<file path="src/rtl/reorder_sequencer.sv">
// Streaming sorter controller: loads a 9-sample frame, ranks it one sample per
// cycle into a gather index vector, fires the reorder datapath, then streams the result.
module reorder_sequencer #(
  parameter int DATA_W = 8,
  parameter int N      = 9,
  parameter int IDX_W  = 4
) (
  input  logic                clk,
  input  logic                rst,
  input  logic                cfg_desc,
  input  logic                in_valid,
  input  logic [DATA_W-1:0]   in_data,
  output logic                in_ready,
  output logic [N*DATA_W-1:0] ro_data_in,
  output logic [N*IDX_W-1:0]  ro_index,
  input  logic [N*DATA_W-1:0] ro_data_out,
  output logic                out_valid,
  output logic [DATA_W-1:0]   out_data,
  output logic                out_last,
  input  logic                out_ready,
  output logic                busy
);

  localparam logic [IDX_W-1:0] LAST = IDX_W'(N - 1);

  typedef enum logic [1:0] {LOAD, RANK, ISSUE, DRAIN} state_t;

  state_t r_state, w_next;

  logic [DATA_W-1:0] r_s   [N];
  logic [IDX_W-1:0]  r_idx [N];
  logic [DATA_W-1:0] r_buf [N];
  logic [IDX_W-1:0]  r_cnt, r_k, r_ocnt;
  logic              r_desc;
  logic [IDX_W-1:0]  w_rank;

  // True when sample a must be placed strictly ahead of sample b (ignoring ties).
  function automatic logic precedes(input logic [DATA_W-1:0] a,
                                    input logic [DATA_W-1:0] b,
                                    input logic desc);
    return desc ? (a > b) : (a < b);
  endfunction

  // Stable rank of sample k: strictly-preceding samples plus equal samples at lower positions.
  always_comb begin
    w_rank = '0;
    for (int j = 0; j < N; j++) begin
      if (precedes(r_s[j], r_s[r_k], r_desc) ||
          ((IDX_W'(j) < r_k) && (r_s[j] == r_s[r_k])))
        w_rank = w_rank + IDX_W'(1);
    end
  end

  always_ff @(posedge clk) begin
    if (rst) r_state <= LOAD;
    else     r_state <= w_next;
  end

  always_comb begin
    w_next = r_state;
    case (r_state)
      LOAD:    if (in_valid && (r_cnt == LAST)) w_next = RANK;
      RANK:    if (r_k == LAST) w_next = ISSUE;
      ISSUE:   w_next = DRAIN;
      DRAIN:   if (out_ready && (r_ocnt == LAST)) w_next = LOAD;
      default: w_next = LOAD;
    endcase
  end

  always_comb begin
    in_ready  = (r_state == LOAD);
    busy      = (r_state != LOAD);
    out_valid = (r_state == DRAIN);
    out_last  = (r_state == DRAIN) && (r_ocnt == LAST);
    out_data  = (r_state == DRAIN) ? r_buf[r_ocnt] : '0;
  end

  always_ff @(posedge clk) begin
    if (rst) begin
      r_cnt  <= '0;
      r_k    <= '0;
      r_ocnt <= '0;
      r_desc <= 1'b0;
      for (int i = 0; i < N; i++) begin
        r_s[i]   <= '0;
        r_idx[i] <= IDX_W'(i);
        r_buf[i] <= '0;
      end
    end else begin
      case (r_state)
        LOAD: if (in_valid) begin
          r_s[r_cnt] <= in_data;
          if (r_cnt == '0) r_desc <= cfg_desc;
          r_cnt <= (r_cnt == LAST) ? '0 : r_cnt + IDX_W'(1);
        end
        RANK: begin
          r_idx[w_rank] <= r_k;
          r_k <= (r_k == LAST) ? '0 : r_k + IDX_W'(1);
        end
        ISSUE: begin
          for (int i = 0; i < N; i++) r_buf[i] <= ro_data_out[DATA_W*i +: DATA_W];
        end
        DRAIN: if (out_ready) begin
          r_ocnt <= (r_ocnt == LAST) ? '0 : r_ocnt + IDX_W'(1);
        end
        default: ;
      endcase
    end
  end

  for (genvar g = 0; g < N; g++) begin : g_lane
    assign ro_data_in[DATA_W*g +: DATA_W] = r_s[g];
    assign ro_index[IDX_W*g +: IDX_W]     = r_idx[g];
  end

endmodule

</file>
<file path="config.mk">
export PLATFORM = sky130hd
export DESIGN_NAME = reorder_sequencer
export DESIGN_NICKNAME = d
export VERILOG_FILES = /design/src/rtl/reorder_sequencer.sv
export SDC_FILE = /design/constraint.sdc
export NUM_CORES = 1
export LEC_CHECK = 0
export ABC_AREA = 0
export BUFFER_PORTS_ARGS = -buffer_cell sky130_fd_sc_hd__buf_2
export CAP_MARGIN = 40
export CORE_MARGIN = 2
export CORE_UTILIZATION = 45
export DETAILED_ROUTE_END_ITERATION = 8
export PLACE_DENSITY = 0.65
export SETUP_SLACK_MARGIN = 0.05
export SKIP_LAST_GASP = 1
export SLEW_MARGIN = 20
export SYNTH_ARGS = -nofsm -noshare
export SYNTH_HDL_FRONTEND = slang
export SYNTH_SLANG_ARGS = --single-unit
</file>
<file path="constraint.sdc">
create_clock -name clk -period 18.8 [get_ports clk]
set_input_delay 3.76 -clock clk [delete_from_list [all_inputs] [get_ports clk]]
set_output_delay 3.76 -clock clk [all_outputs]
set_load 0.02 [all_outputs]
</file>
# Yosys cells after proc, flatten, opt, wreduce, memory -nomap -nowiden
# Memories as Yosys holds them, arrays and structs flattened. A register that Yosys moved wholly into a read port is not among the register bits.
# Cells that the tools add are included.
# Widths: inputs -> output; s select.
word_totals:
  reg_bits: 15
  word_cells: 160
  input_bits: 85
  mem_bits_rw: 180
  mem_count: 3
op_classes:
  add_sub_neg: 11
  reduce_logical: 30
  mux: 57
  order_cmp: 27
  n_eq_ne: 18
  bitwise_logic: 9
mem_list:
  columns: ["memory", "depth", "word_bits", "rd", "rd_ports_with_merged_regs", "wr", "line_no", "text"]
  rows:
  - ["r_buf", 9, 8, 1, 1, 9, "32", "logic [DATA_W-1:0] r_buf [N];"]
  - ["r_s", 9, 8, 10, 1, 9, "30", "logic [DATA_W-1:0] r_s [N];"]
  - ["r_idx", 9, 4, 9, 0, 9, "31", "logic [IDX_W-1:0] r_idx [N];"]
ops:
  columns: ["cell", "count"]
  rows:
  - ["$mux 8", 11]
  - ["$eq 8x8->1", 9]
  - ["$gt 8x8->1", 9]
  - ["$lt 8x8->1", 9]
  - ["$mux 4", 18]
  - ["$add 4x1->4 const B", 11]
  - ["$mux 1", 24]
  - ["$lt 3x4->1 const A", 4]
  - ["$eq 4x4->1 const B", 3]
  - ["$logic_and 1x1->1", 12]
  - ["$logic_or 1x1->1", 9]
  - ["$or 1x1->1", 9]
  - ["$lt 1x4->1 const A", 2]
  - ["$lt 2x4->1 const A", 2]
  - ["$pmux 2 s4", 1]
  - ["$reduce_or 8->1", 1]
  - ["$mux 2", 3]
  - ["$reduce_and 3->1", 2]
  - ["$eq 2x2->1 const B", 2]
  - ["$logic_not 4->1", 1]
  - ["$lt 4x4->1 const A", 1]
  - ["$ne 2x1->1 const B", 2]
  - ["$reduce_and 2->1", 2]
  - ["$reduce_or 4->1", 1]
  - ["other kinds (4)", 4]

# Logic depth before layout (Yosys ltp)
# Gate-level depths: netlist (run 1).
# An unclocked memory read counts as a cell.
logic_depth:
  depth_word: 22
  mapped_depth: 44
  depth_no_buf: 42

# Least setup slack after synthesis (run 1)
# Ideal clock, no wire load.
synth_timing:
  path_kind: "register to register"
  start: "register (tool-made name)"
  end: "memory r_idx[8][0], enable pin"
  setup_slack_ps: 9540
  n_path_buf: 3
  synth_period_minus_slack_ps: 9260
  arrival_time_ps: 8898
  stages_incl_launch_ff: 43
  path_cell_list: "dfxtp_1 -> clkbuf_1 -> buf_1 -> mux4_2 -> mux4_2 -> inv_1 -> ha_1 -> nor2b_1 -> o21a_1 -> o21ai_0 -> nand2b_1 -> a21oi_1 -> nor2b_1 -> o21ai_0 -> nand2b_1 -> a21oi_1 -> nor3_1 -> or3_1 -> [... 7 more ...] -> o21ai_0 -> nand2_1 -> ha_1 -> inv_1 -> mux2_2 -> o21ai_1 -> ha_1 -> nand2_1 -> a21bo_2 -> ha_1 -> nand2_1 -> o21ai_0 -> a21o_1 -> ha_1 -> or2_2 -> a211o_1 -> buf_1 -> o21ai_0"
synth_lines:
  columns: ["item", "line_no"]
  rows:
  - ["end, declared", "31"]

==> flow_summary.yaml, run 1 <==
timing:
  min_period_ns: 9.85
  final-max-slew-violation-count: 0
  fin_crit_sh: 0.524
  rsz0062_at_grt: "no"
  finalSetupViolCount: 0
  fmax_mhz: 101
  max_slew.worst_pin.slew_ns: 0.770
  finalClockSkew_ns: 0.0106
  slew_headroom: 0.485
  final-hold-violation-count: 0
  finalSetupTns_ns: 0
  setup_ws_ns: 8.95
clock_network:
  cts.sinks: 259
  post_cts_resized: 0
  h-tree-depth: 1
  post_cts_buffers: 0
  cts_buffers: 28
  cts_tree: "yes"
  clk_pin_slew_ns: 0.06
  postCtsHoldBufs: 0
  clock_latency_ns: 0.56
  root_buffer: "clkbuf_16"
  clockBufferDepth: 3
synth:
  synth_mux_area_frac: 0.104
  ys_warn_count: 0
  synth.distinct_cells: 57
  syn_avg_cell_area_um2: 13.3
  synth_xor_area_frac: 0.0222
  synth_most_common_cell: "edfxtp_1"
  synthFlopType: "edfxtp_1"
  syn-num-nets: 1198
  synthTopCellsByCount: "edfxtp_1, and2_1, ha_1, mux4_2, nand2_1"
  synth_adder_area_share: 0.0846
  synth_top_area_cell: "edfxtp_1"
  post-synth-top-area-fraction: 0.521
  async_flop_share: 0
  syn_area_um2: 13600
  synth_simple_gate_area_frac: 0.153
  synth_compound_area_frac: 0.0600
  synth-edff-count: 236
  seq_area_frac_synth: 0.555
  netlist_instances: 1021
  synthTopCellsByArea: "edfxtp_1, mux4_2, ha_1"
  ys_ff_latch: 259
  synth_top_family_by_area: "simple AND/OR/NAND/NOR gates"
floorplanning:
  core_um2: 29700
  dieArea_um2: 31600
  dieHeight_um: 178
  rows: 63
  dieWidth_um: 178
  ioPinCount: 205
  initial_core_util: 0.458
global_routing:
  grt_pass1_vias: 8849
  grt_pass1_wl_um: 52800
  grt.total_usage: 0.225
  grt_use_met3: 0.0450
  grt_max_degree: 73
  top_usage_layer: "met2"
  antenna_found_initial: 0
  met1_usage: 0.315
  grt_overflow_total: 0
  grt.met2_usage: 0.359
setup_path:
  crit_fanout: 27
  start_kind: "register"
  crit_end: "r_idx[8][2]"
  worstPathArrival_ns: 10.05
  max_stage_delay_ns: 0.56
  cp_common_cell: "ha_1"
  critPathCaptureType: "register"
  rr_endpoint: "r_idx[8][2]"
  r2r_cells: 40
  criticalPathCategory: "register to register"
  crit_slowest_cell: "mux4_2"
  r2r_setup_slack_ns: 8.95
  required_ns: 19.00
route:
  dr.first_iter.drc_count: 756
  route.vias.total: 9088
  wl_um: 35400
  viasPerCell: 5.51
  drc_errors: 0
  antenna_left: 0
  post_drt_wl_per_cell_um: 21.5
  drt_first_pass_iters: 5
pwr:
  powerDensity_nw_per_um2: 105
  ir_worst_vdd_mv: 0.0698
  total_leakage_power_uw: 0.00618
job:
  cap_violations: 0
placement:
  place_worst_setup_slack_ns: 8.96
  place_congestion: 0.853
  hpwl_um: 25900
  port-buffer-count: 204
finish:
  final_layout_size_suffix_gt1_frac: 0.287
  syn2layout_area_growth_pct: 18.3
  layout.nets: 1412
hold_path:
  hp-class: "register to register"
run_status:
  status: "finished clean"
## placed cells by master (no fill, tap or decap), drive strengths merged, types with 7 or more instances in the layout
cell and count:
edfxtp 236, buf 226, and2 158, ha 92, mux4 56, nand2 52
o21ai 47, nor2 39, clkbuf 39, a21oi 38, inv 32, nor3 32
dfxtp 23, nand4 19, xnor2 15, mux2i 13, nor2b 13, clkinv 12
or3 11, or2 11, nand2b 9, o211ai 9, nor4 8, nand3 7
xor2 7
## flip-flops by register name (all words and copies together), names as in the netlist, named ones only
| name | cells |
|---|---|
| r_cnt | 4 |
| r_s | 128 |
| r_ocnt | 4 |
| r_desc | 1 |
| r_idx | 36 |
| r_k | 4 |
| r_state | 2 |
| r_buf | 72 |
## worst max-delay path: cells and delay by family (launching register included)
family	cells	cell delay, ns
AOI/OAI and AO/OA	13	2.76
adders and majority gates	8	2.21
buffers and inverters	4	0.87
DFF	1	0.44
muxes	3	1.27
and+or+nand+nor	12	1.94
## stage by stage
stage	total power [µW]	util	cell area (µm²)	hold slack (ns)	instances
floorplan	1040	-	13600	0.480	1021
global placement	1120	0.506	15000	0.505	1585
detailed placement	1130	0.508	15100	0.513	1590
CTS	1690	0.540	16000	0.522	1642
global route	1770	0.542	16100	0.555	1647
finish	1680	0.542	16100	0.517	1648
## how the worst min path moves through the flow
stage,from,end,slack (ns),depth (start not counted)
final,r_cnt[1],r_cnt[1],0.52,2
after global routing,r_cnt[1],r_cnt[1],0.55,2
after CTS,r_cnt[1],r_cnt[1],0.52,2
after detailed placement,r_cnt[1],r_cnt[1],0.51,2
after global placement,r_ocnt[1],r_ocnt[1],0.50,2
after floorplan,r_ocnt[1],register,0.48,2
## routing by layer
layer  up-vias  part of all wire
li1       4252                 -
met1      4416              0.43
met2       369              0.47
met3        51             0.082
met4         0             0.021
met5         -                 0
## area by class of cell
cell class,count,area (µm²)
Inverter,34,128
Clock inverter,13,143
Sequential cell,259,7550
Tap cell,390,488
Antenna cell,1,2.50
Clock buffer,39,802
Multi-Input combinational cell,686,5770
Fill cell,2505,13600
Timing Repair Buffer,226,1220
## power breakdown
part | switching (µW) | leakage [µW] | internal [µW]
combinational | 284 | 0.00321 | 189
sequential | 14.3 | 0.00251 | 642
clock | 229 | 0.000462 | 326
total | 527 | 0.00618 | 1160
## kinds of logic (layout without fill, tap and decap cells)
| kind of cell | count (synthesis) | in the layout |
|---|---|---|
| xor gates and xnor gates | 25 | 25 |
| buffers and inverters | 76 | 312 |
| and+or+nand+nor | 368 | 368 |
| other | 0 | 1 |
| adders and majority gates | 92 | 92 |
| muxes | 71 | 71 |
| AOI/OAI and AO/OA | 130 | 130 |
| DFF | 259 | 259 |
Power figures use the tool's default switching activity.
==> inputs of run 2 (changes only) <==
==> constraint.sdc (replaced) <==
create_clock -name clk -period 9.1 [get_ports clk]
set_input_delay 1.82 -clock clk [delete_from_list [all_inputs] [get_ports clk]]
set_output_delay 1.82 -clock clk [all_outputs]
set_load 0.02 [all_outputs]
==> run 2 against run 1 <==
Clock power up 110%. Utilization grew 0.63 points. Power up 110%. Non-clock buffer count is 15 higher. First-iteration DRC count fell by 7.9%. Sequential share of layout area down 0.51 points.
==> flow_summary.yaml, run 2 (synthesis results as in run 1) <==
timing:
  fmax_mhz: 117
  slew_headroom: 0.383
  finalClockSkew_ns: 0.0209
  final-hold-violation-count: 0
  max_slew.worst_pin.slew_ns: 0.918
  fin_crit_sh: 0.940
  final-max-slew-violation-count: 0
  rsz0062_at_grt: "no"
  min_period_ns: 8.56
  finalSetupViolCount: 0
  finalSetupTns_ns: 0
route:
  viasPerCell: 5.52
  drt_first_pass_iters: 5
  drc_errors: 0
  antenna_left: 0
  post_drt_wl_per_cell_um: 21.6
  wl_um: 35900
  dr.first_iter.drc_count: 696
  route.vias.total: 9179
global_routing:
  top_usage_layer: "met2"
  met1_usage: 0.327
  grt_pass1_wl_um: 53400
  grt.met2_usage: 0.358
  antenna_found_initial: 1
  grt_use_met3: 0.0392
  grt_max_degree: 48
  grt_pass1_vias: 8945
  grt_overflow_total: 0
  grt.total_usage: 0.228
hold_path:
  hp-class: "register to register"
  hold_path_depth: 2
  hp-start: "r_cnt[1]"
  hold_end: "r_cnt[1]"
placement:
  place_congestion: 0.888
  postPlaceCellArea_um2: 15300
  hpwl_um: 26700
  port-buffer-count: 204
setup_path:
  r2r_cells: 40
  rr_endpoint: "r_idx[8][3]"
  cp_common_cell: "ha_1"
  max_stage_delay_ns: 0.51
  critPathCaptureType: "register"
  worstPathArrival_ns: 8.85
  r2r_setup_slack_ns: 0.54
  required_ns: 9.39
  crit_fanout: 9
  criticalPathCategory: "register to register"
  start_kind: "register"
  crit_slowest_cell: "mux4_2"
floorplanning:
  dieHeight_um: 178
  rows: 63
  initial_core_util: 0.458
  dieArea_um2: 31600
  core_um2: 29700
  ioPinCount: 205
  dieWidth_um: 178
pwr:
  switching_power_uw: 1150
  swShare: 0.320
  p_int_uw: 2440
  p_seq_frac: 0.378
  powerDensity_nw_per_um2: 220
  total_leakage_power_uw: 0.00625
  clkPwrFrac: 0.318
  ir_worst_vdd_mv: 0.201
  p_comb_frac: 0.304
finish:
  final_common_cell: "edfxtp_1"
  layout.nets: 1427
  nFillCells: 2454
  largestRegisters: "r_s (128), r_buf (72), r_idx (36)"
  largest_reg_flops: 128
  diodes: 0
  final_layout_size_suffix_gt1_frac: 0.306
  stdcell_area_um2: 16300
  regMostFlops: "r_s"
  final_cell_mix: "edfxtp_1, buf_2, and2_1"
  syn2layout_area_growth_pct: 19.7
clock_network:
  cts_buffers: 28
  root_buffer: "clkbuf_16"
  clk_pin_slew_ns: 0.07
  clockBufferDepth: 3
  h-tree-depth: 1
  postCtsHoldBufs: 0
  cts.sinks: 259
  cts_tree: "yes"
  clock_latency_ns: 0.55
  post_cts_buffers: 0
job:
  cap_violations: 0
run_status:
  status: "finished clean"
[run 2: worst max-delay path by stage]
| stage | startpoint | to | depth (start not counted) | slack (ns) |
|---|---|---|---|---|
| detailed placement | register | r_idx[8][1] | 39 | 0.03 |
| CTS | register | r_idx[5][1] | 40 | 0.007 |
| floorplan | register | r_idx[8][0] | 42 | 0.12 |
| finish | register | r_idx[8][3] | 40 | 0.54 |
| global placement | register | r_idx[4][1] | 39 | 0.23 |
| global route | register | r_idx[3][1] | 41 | 0.04 |
[run 2: through the flow]
stage | total power [µW] | instances | utilization | hold WS [ns] | setup WS [ns]
after floorplan | 2150 | 1021 | - | 0.480 | 0.116
after global placement | 2360 | 1603 | 0.511 | 0.506 | 0.229
after detailed placement | 2390 | 1609 | 0.513 | 0.517 | 0.0337
after CTS | 3530 | 1661 | 0.544 | 0.526 | 0.00679
after global routing | 3750 | 1662 | 0.548 | 0.557 | 0.0426
final | 3590 | 1662 | 0.548 | 0.525 | 0.544
[run 2: power groups by stage]
stage	clock, µW	combinational [µW]	sequential, µW
floorplan	0	759	1390
global placement	0	975	1380
detailed placement	0	1010	1380
CTS	1160	1010	1360
global route	1200	1190	1360
finish	1140	1090	1360
[run 2: worst max-delay path, delay by kind of cell, from the launching register on]
| family | cells | cell delay (ns) |
|---|---|---|
| mux | 3 | 1.25 |
| flops | 1 | 0.44 |
| buf+inv | 5 | 0.53 |
| compound gates | 12 | 1.89 |
| fa+ha+maj | 8 | 2.09 |
| simple gates | 12 | 2.06 |
[run 2: what timing repair did]
item / in CTS / in global routing
pin swaps: 0 / 4
resized for setup: 1 / 30
endpoints found under the setup margin: 12 / 72
[run 2: layout make-up]
class / count / area (µm²) / area share
inverters: 34 / 130 / 0.00799
clock buffers: 36 / 792 / 0.0486
multi-input cells: 686 / 5840 / 0.359
flip-flops and latches: 259 / 7550 / 0.464
repair buffers: 241 / 1340 / 0.0824
well taps: 390 / 488 / 0.0300
clock inverters: 16 / 136 / 0.00837
[run 2: per-layer routing]
metal | wire length, µm | vias to the layer above | part of all wire
met4 | 867 | 0 | 0.024
met2 | 16500 | 353 | 0.46
met1 | 15800 | 4462 | 0.44
met3 | 2620 | 62 | 0.073
met5 | 0 | - | 0
li1 | - | 4302 | -
==> inputs of run 3 (changes only) <==
--- a/config.mk
+++ b/config.mk
@@ -10,6 +10,7 @@
 export CAP_MARGIN = 40
 export CORE_MARGIN = 2
 export CORE_UTILIZATION = 45
+export CTS_BUF_LIST = sky130_fd_sc_hd__clkbuf_8 sky130_fd_sc_hd__clkbuf_16
 export DETAILED_ROUTE_END_ITERATION = 8
 export PLACE_DENSITY = 0.65
 export SETUP_SLACK_MARGIN = 0.05
==> run 3 against run 2 <==
Critical path depth unchanged. Clock skew shrank 0.0052 ns. Utilization unchanged. Cell count stayed put. Critical path type unchanged. Power is essentially flat. Highest routed layer unchanged.
==> flow_summary.yaml, run 3 (synthesis results as in run 1) <==
run_status:
  status: "finished clean"
setup_path:
  criticalPathCategory: "register to register"
  cp_common_cell: "ha_1"
  worstPathArrival_ns: 8.87
  start_kind: "register"
  crit_fanout: 9
  critPathCaptureType: "register"
  crit_slowest_cell: "mux4_2"
  critical-path-top-delay-family: "adder cells"
  required_ns: 9.39
  max_stage_delay_ns: 0.51
  path_buf_inv: 5
hold_path:
  hp-class: "register to register"
route:
  viasPerCell: 5.54
  dr.first_iter.drc_count: 737
  drt_first_pass_iters: 5
  route.vias.total: 9214
  antenna_left: 0
  post_drt_wl_per_cell_um: 21.6
  drc_errors: 0
  wl_um: 35900
finish:
  largestRegisters: "r_s (128), r_buf (72), r_idx (36)"
  diodes: 0
  largest_reg_flops: 128
  final_cell_mix: "edfxtp_1, buf_2, and2_1"
  syn2layout_area_growth_pct: 19.7
  regMostFlops: "r_s"
  final_common_cell: "edfxtp_1"
  nFillCells: 2454
  multi_input_area_um2: 5840
  layout.nets: 1427
  final_layout_size_suffix_gt1_frac: 0.306
  seqCellArea_um2: 7550
global_routing:
  grt_use_met3: 0.0392
  grt_max_degree: 48
  met1_usage: 0.327
  grt_pass1_vias: 8945
  antenna_found_initial: 1
  grt_pass1_wl_um: 53400
  grt.total_usage: 0.228
  grt_overflow_total: 0
  top_usage_layer: "met2"
  grt.met2_usage: 0.358
floorplanning:
  initial_core_util: 0.458
  dieHeight_um: 178
  dieWidth_um: 178
  dieArea_um2: 31600
  core_um2: 29700
  rows: 63
  ioPinCount: 205
clock_network:
  cts_tree: "yes"
  root_buffer: "clkbuf_16"
  cts.sinks: 259
  h-tree-depth: 1
  post_cts_buffers: 0
  cts_buffers: 28
  clock_latency_ns: 0.55
  clockBufferDepth: 3
  clk_pin_slew_ns: 0.07
timing:
  min_period_ns: 8.57
  fin_hold_ws_ns: 0.525
  max_slew.worst_pin.slew_ns: 0.902
  fin_crit_sh: 0.942
  rsz0062_at_grt: "no"
  slew_headroom: 0.394
  fmax_mhz: 117
  finalClockSkew_ns: 0.0157
  final-hold-violation-count: 0
  final-max-slew-violation-count: 0
  finalSetupTns_ns: 0
  finalSetupViolCount: 0
pwr:
  total_leakage_power_uw: 0.00627
  powerDensity_nw_per_um2: 220
  ir_worst_vdd_mv: 0.201
placement:
  port-buffer-count: 204
  hpwl_um: 26700
  place_congestion: 0.888
job:
  cap_violations: 0
-- run 3: routing by layer --
metal,vias to the layer above,routed length [µm]
met4,0,847
met1,4508,15800
met2,346,16600
met5,-,0
li1,4302,-
met3,58,2620
-- run 3: final timing paths --
check,cells after the start,start,slack [ns],to
worst max-delay path,40,register,0.53,r_idx[8][3]
worst min-delay path,2,r_cnt[1],0.53,r_cnt[1]
worst max register to register,40,register,0.53,r_idx[8][3]
worst min register to register,2,r_cnt[1],0.53,r_cnt[1]
-- run 3: layout make-up --
cell class / count / area share
flip-flops and latches: 259 / 0.464
multi-input cells: 686 / 0.359
repair buffers: 241 / 0.0824
clock buffers: 33 / 0.0479
well taps: 390 / 0.0300
clock inverters: 19 / 0.00907
inverters: 34 / 0.00799
-- run 3: what timing repair did --
| action | CTS | global route |
|---|---|---|
| resized for setup | 1 | 30 |
| setup endpoints to repair | 12 | 72 |
| hold buffers | 0 | 0 |
| pin swaps | 0 | 4 |
-- run 3: report_power, final --
| part | total [µW] | internal (µW) | leakage, µW | switching, µW |
|---|---|---|---|---|
| Clock | 1140 | 665 | 0.000468 | 473 |
| Sequential | 1360 | 1330 | 0.00251 | 29.6 |
| Combinational | 1090 | 445 | 0.00329 | 649 |
-- run 3: worst reg2reg max path: cells and delay by family, from the launching register on --
kind                     cells  cell delay (ns)
buffers and inverters        5             0.55
multiplexers                 3             1.25
flip-flops                   1             0.45
AO/OA/AOI/OAI               12             1.91
adder cells (fa/ha/maj)      8             2.09
AND/OR/NAND/NOR             12             2.07
-- run 3: through the flow --
step	cells	area [µm²]	util	setup WS (ns)	total power (µW)
6_report	1662	16300	0.548	0.528	3590
5_1_grt	1662	16300	0.548	0.0426	3750
4_1_cts	1661	16200	0.544	0.00679	3520
3_5_place_dp	1609	15300	0.513	0.0337	2390
3_3_place_gp	1603	15200	0.511	0.229	2360
2_1_floorplan	1021	13600	-	0.116	2150
